===== src/rtl/alu_operand_entry.sv =====
// Operand entry front-end: synchronizes and debounces switch/button inputs, then
// assembles two 16-bit operands and two opcode nibbles for a downstream ALU consumer.
module alu_operand_entry #(
  parameter int unsigned DEBOUNCE_CYCLES = 16
) (
  input  logic        clock,
  input  logic        reset,
  input  logic [3:0]  sw,
  input  logic        enter,
  input  logic        clear,
  input  logic        ack,
  output logic [15:0] data1,
  output logic [15:0] data2,
  output logic [3:0]  opcode1,
  output logic [3:0]  opcode2,
  output logic        valid,
  output logic [1:0]  phase,
  output logic [1:0]  nib_idx
);

  localparam int unsigned CNT_W = 16;
  localparam int unsigned NIB_W = 4;
  localparam logic [CNT_W-1:0] CNT_LAST = CNT_W'(DEBOUNCE_CYCLES - 1);

  typedef enum logic [1:0] {
    LOAD_A  = 2'd0,
    LOAD_B  = 2'd1,
    LOAD_OP = 2'd2,
    PRESENT = 2'd3
  } state_t;

  logic [NIB_W-1:0] sw_s1, sw_s2;
  logic             en_s1, en_s2, cl_s1, cl_s2;
  logic             en_db, cl_db;
  logic [CNT_W-1:0] en_cnt, cl_cnt;
  logic             enter_p_c, clear_p_c;

  state_t      state, state_n;
  logic [1:0]  nib_n;
  logic [15:0] data1_n, data2_n;
  logic [3:0]  opcode1_n, opcode2_n;

  // Two-flop synchronizers for all asynchronous inputs
  always_ff @(posedge clock) begin
    if (!reset) begin
      sw_s1 <= '0;
      sw_s2 <= '0;
      en_s1 <= 1'b0;
      en_s2 <= 1'b0;
      cl_s1 <= 1'b0;
      cl_s2 <= 1'b0;
    end else begin
      sw_s1 <= sw;
      sw_s2 <= sw_s1;
      en_s1 <= enter;
      en_s2 <= en_s1;
      cl_s1 <= clear;
      cl_s2 <= cl_s1;
    end
  end

  // Debouncers: level flips after DEBOUNCE_CYCLES consecutive differing samples
  always_ff @(posedge clock) begin
    if (!reset) begin
      en_db  <= 1'b0;
      en_cnt <= '0;
      cl_db  <= 1'b0;
      cl_cnt <= '0;
    end else begin
      if (en_s2 != en_db) begin
        if (en_cnt == CNT_LAST) begin
          en_db  <= en_s2;
          en_cnt <= '0;
        end else begin
          en_cnt <= en_cnt + CNT_W'(1);
        end
      end else begin
        en_cnt <= '0;
      end
      if (cl_s2 != cl_db) begin
        if (cl_cnt == CNT_LAST) begin
          cl_db  <= cl_s2;
          cl_cnt <= '0;
        end else begin
          cl_cnt <= cl_cnt + CNT_W'(1);
        end
      end else begin
        cl_cnt <= '0;
      end
    end
  end

  // Press pulses fire in the cycle whose edge raises the debounced level
  assign enter_p_c = en_s2 & ~en_db & (en_cnt == CNT_LAST);
  assign clear_p_c = cl_s2 & ~cl_db & (cl_cnt == CNT_LAST);

  always_ff @(posedge clock) begin
    if (!reset) begin
      state   <= LOAD_A;
      nib_idx <= 2'd0;
      data1   <= '0;
      data2   <= '0;
      opcode1 <= '0;
      opcode2 <= '0;
      valid   <= 1'b0;
    end else begin
      state   <= state_n;
      nib_idx <= nib_n;
      data1   <= data1_n;
      data2   <= data2_n;
      opcode1 <= opcode1_n;
      opcode2 <= opcode2_n;
      valid   <= (state_n == PRESENT);
    end
  end

  always_comb begin
    state_n   = state;
    nib_n     = nib_idx;
    data1_n   = data1;
    data2_n   = data2;
    opcode1_n = opcode1;
    opcode2_n = opcode2;
    if (clear_p_c || (state == PRESENT && ack)) begin
      // Clear beats a simultaneous commit; ack only matters while presenting
      state_n   = LOAD_A;
      nib_n     = 2'd0;
      data1_n   = '0;
      data2_n   = '0;
      opcode1_n = '0;
      opcode2_n = '0;
    end else if (enter_p_c) begin
      case (state)
        LOAD_A: begin
          data1_n = {data1[11:0], sw_s2};
          nib_n   = nib_idx + 2'd1;
          if (nib_idx == 2'd3) state_n = LOAD_B;
        end
        LOAD_B: begin
          data2_n = {data2[11:0], sw_s2};
          nib_n   = nib_idx + 2'd1;
          if (nib_idx == 2'd3) state_n = LOAD_OP;
        end
        LOAD_OP: begin
          if (nib_idx == 2'd0) begin
            opcode1_n = sw_s2;
            nib_n     = 2'd1;
          end else begin
            opcode2_n = sw_s2;
            nib_n     = 2'd0;
            state_n   = PRESENT;
          end
        end
        default: ;
      endcase
    end
  end

  assign phase = state;

endmodule


===== config.mk =====
export PLATFORM = sky130hd
export DESIGN_NAME = alu_operand_entry
export DESIGN_NICKNAME = d
export VERILOG_FILES = /design/src/rtl/alu_operand_entry.sv
export SDC_FILE = /design/constraint.sdc
export NUM_CORES = 1
export LEC_CHECK = 0
export BUFFER_PORTS_ARGS = -buffer_cell sky130_fd_sc_hd__buf_2
export CORE_MARGIN = 2
export CORE_UTILIZATION = 28
export DETAILED_ROUTE_END_ITERATION = 7
export SYNTH_ARGS = -nofsm -noshare
export SYNTH_HDL_FRONTEND = slang
export SYNTH_SLANG_ARGS = --single-unit

===== constraint.sdc =====
create_clock -name clock -period 2.7 [get_ports clock]
set_input_delay 0.405 -clock clock [delete_from_list [all_inputs] [get_ports clock]]
set_output_delay 0.405 -clock clock [all_outputs]
set_load 0.05 [all_outputs]

==> summary.txt <==
Global routing
  – Pin count of the biggest net entering global routing: 30
  – Antenna violations before repair: 0
  – Grt total ovfl: 0
  – Global-route wire length before repair: 14000 µm
  – Tot GR Track Use: 12.2%
  – Vias in the first global route: 2892

Synthesis
  – Synth area leaders: dfxtp_1, xnor2_1, nand3_1, mux2i_1, nor2_1
  – Post-synthesis cell type count: 35
  – Synthesized cell area: 0.00373 mm²
  – Synth top area share: 48.8%
  – Post-synth top area cell: dfxtp_1
  – Register area share after synthesis: 48.8%
  – Yosys warns: 0
  – Mean Syn Cell Area: 9.10 µm²
  – Net Count, Synth: 425
  – Syn Inst Count: 410
  – Yosys reg bits: 91

Min path
  – Min-delay src: sw[3]
  – Hold Path Class: in -> reg
  – Hold Crit Endpoint: sw_s1[3]
  – Hold path depth: 2

STA
  – Clk_skew: 0.00638 ns
  – Fin crit share: 88.2%
  – RSZ-0062 raised after global routing: false
  – Hold_ws: 0.277 ns
  – Slew Limit Fails: 0
  – Max-slew headroom: 42.0%
  – Final-report hold violation count: 0
  – Final min period: 2.38 ns
  – Endpoints failing setup: 0
  – Total Negative Setup Slacks: 0 ns
  – Fin worst setup slack: 0.317 ns
  – Fmax: 420 MHz
  – Worst-margin pin slew: 0.870 ns

Worst setup path
  – Setup Crit Path Kind: reg -> reg
  – CP Depth: 4
  – Worst-path maximum fanout: 16
  – Critical Path Start Type: flop
  – Crit path from: en_cnt[5]
  – FF-to-FF End: data1[9]
  – Worst path max stage delay: 0.72 ns
  – Slowest CP cell: or3_1
  – Worst path most repeated cell: or3_1
  – FF-to-FF path depth: 4
  – Critical path, cell by cell: or4_4 > or3_1 > or3_1 > mux2i_1
  – CP top delay family: simple AND/OR/NAND/NOR gates
  – Critical path arrival: 2.57 ns
  – Reg-to-reg slack, setup: 0.32 ns
  – R2r startpoint: en_cnt[5]
  – Crit end category: flop
  – Buf/Inv on CP: 0
  – Required time of the critical path: 2.89 ns

Route
  – DR DRC count: 0
  – Routed Antenna Nets: 0
  – Final WL: 8330 µm
  – Vias per cell: 4.86
  – Met2 WL post-DR: 3950 µm
  – M1 wire length: 3950 µm
  – TritonRoute pass-1 iters: 4
  – Met3 WL: 389 µm
  – Routed WL per cell: 13.1 µm
  – Initial DRC Count: 206
  – Vias after detailed routing: 3103
  – Top layer in use: met4

Flow run
  – Total of max-cap violations: 0

Floorplanning
  – Total die area: 0.0143 mm²
  – Initial Util: 28.4%
  – Die height: 119 µm
  – Num rows: 42
  – # IOs: 54
  – Die X: 119 µm
  – CORE AREA: 0.0131 mm²

Clock network
  – TritonCTS clock tree: built
  – Clock Tree Buf Depth: 2
  – Root cell of the clock tree: clkbuf_16
  – Reg clk slew, reported paths: 0.06 ns
  – PostCTS Resize Cnt: 0
  – Num Clock Sinks: 91
  – Hold_buf cts: 0
  – Clock buffer count from CTS: 9
  – CTS H-tree lvls: 3
  – Post-CTS Setup Repair Bufs: 0
  – Clk_lat worst skew: 0.34 ns

Placed design
  – Port Buffer Count: 53
  – GP Congestion: 0.794
  – DP Worst Slack: 0.327 ns
  – HPWL Detailed: 5720 µm

Finish
  – Layout cells sized above 1: 17.1%
  – Most common cell after layout, fill and taps aside: dfxtp_1
  – Final core occ: 34.2%
  – # nets final: 473
  – Fill count: 1383
  – Inserted Diodes: 0
  – Register area: 0.00182 mm²
  – Leading cell types in the layout, fill and taps excluded: dfxtp_1, buf_2, nor2_1
  – P&R area growth vs syn: 20.3%
  – Multi-input logic area: 0.00175 mm²

Power
  – Leakage power: 1.68 nW
  – Pwr dens: 601 mW/mm²
  – Maximum vdd drop: 0.000314 V

Status
  – Status: finished clean
flip-flops by register name, summed over array words and instances (netlist names):
| signal | cells |
|---|---|
| cl_cnt | 16 |
| data1 | 16 |
| data2 | 16 |
| en_cnt | 16 |
| opcode1 | 4 |
| opcode2 | 4 |
| sw_s1 | 4 |
| sw_s2 | 4 |
| nib_idx | 2 |
| phase | 2 |
| cl_db | 1 |
| cl_s1 | 1 |
| cl_s2 | 1 |
| en_db | 1 |
| en_s1 | 1 |
| en_s2 | 1 |
| valid | 1 |
cell usage after synthesis:
master	count
buf_2	1
buf_1	1
xor2_1	2
clkbuf_1	20
nand3_1	33
a31oi_1	1
xnor2_1	26
inv_1	15
and3_1	2
dfxtp_1	91
nor2b_1	2
o21ai_0	2
ha_1	6
mux2i_1	16
nor4_4	1
a21o_1	1
o31ai_1	1
nor2_1	41
nand2b_1	2
o21ai_1	26
or2_2	1
nand4b_1	16
o211ai_1	2
and4_1	1
or4_1	2
a21oi_1	28
buf_6	2
nor3_1	10
and2_1	14
or4_4	2
nand4_1	17
or3_1	3
nand2_1	9
nand3b_1	2
nor4_1	11
cell type report:
type                       count  area share [%]
timing repair buffer          61            7.52
clock inverter                 5            1.75
sequential                    91            40.6
clock buffer                  10            5.10
tap                          176            4.90
inverter                      15            1.25
multi-input combinational    280            38.9
worst max path at each step:
stage                 endpoint  slack (ns)
floorplan           opcode1[1]        0.58
global route        en_cnt[13]        0.11
global placement      data1[8]        0.36
detailed placement    data1[1]        0.33
CTS                   data1[7]        0.32
finish                data1[9]        0.32
metal layers:
layer  vias up  global-route usage [%]
li1       1540                       -
met1      1487                    15.6
met2        72                    19.3
met3         4                    4.50
met4         0                    3.16
met5         -                       0
report_power, final:
group | total (mW) | leakage, nW | internal, mW | switching (mW)
clock network | 1.30 | 0.152 | 0.804 | 0.496
logic | 0.0395 | 0.792 | 0.0140 | 0.0255
registers | 1.36 | 0.735 | 1.35 | 0.00710
through the flow:
stage          cells  power, mW  area [µm²]
6_report         638       2.70        4490
5_1_grt          638       2.82        4490
4_1_cts          638       2.74        4490
3_5_place_dp     623       1.43        4180
3_3_place_gp     623       1.43        4180
2_1_floorplan    410       1.41        3730
logic make-up (layout without fill, tap and decap cells):
group / Yosys count / after routing / share of synthesized area, %
flip-flops: 91 / 91 / 48.8
AO/OA/AOI/OAI: 61 / 61 / 8.48
multiplexers: 16 / 16 / 4.29
AND/OR/NAND/NOR: 169 / 169 / 25.5
adder cells (fa/ha/maj): 6 / 6 / 2.01
buffers and inverters: 39 / 91 / 4.36
XOR/XNOR: 28 / 28 / 6.57
Power figures use the tool's default switching activity.
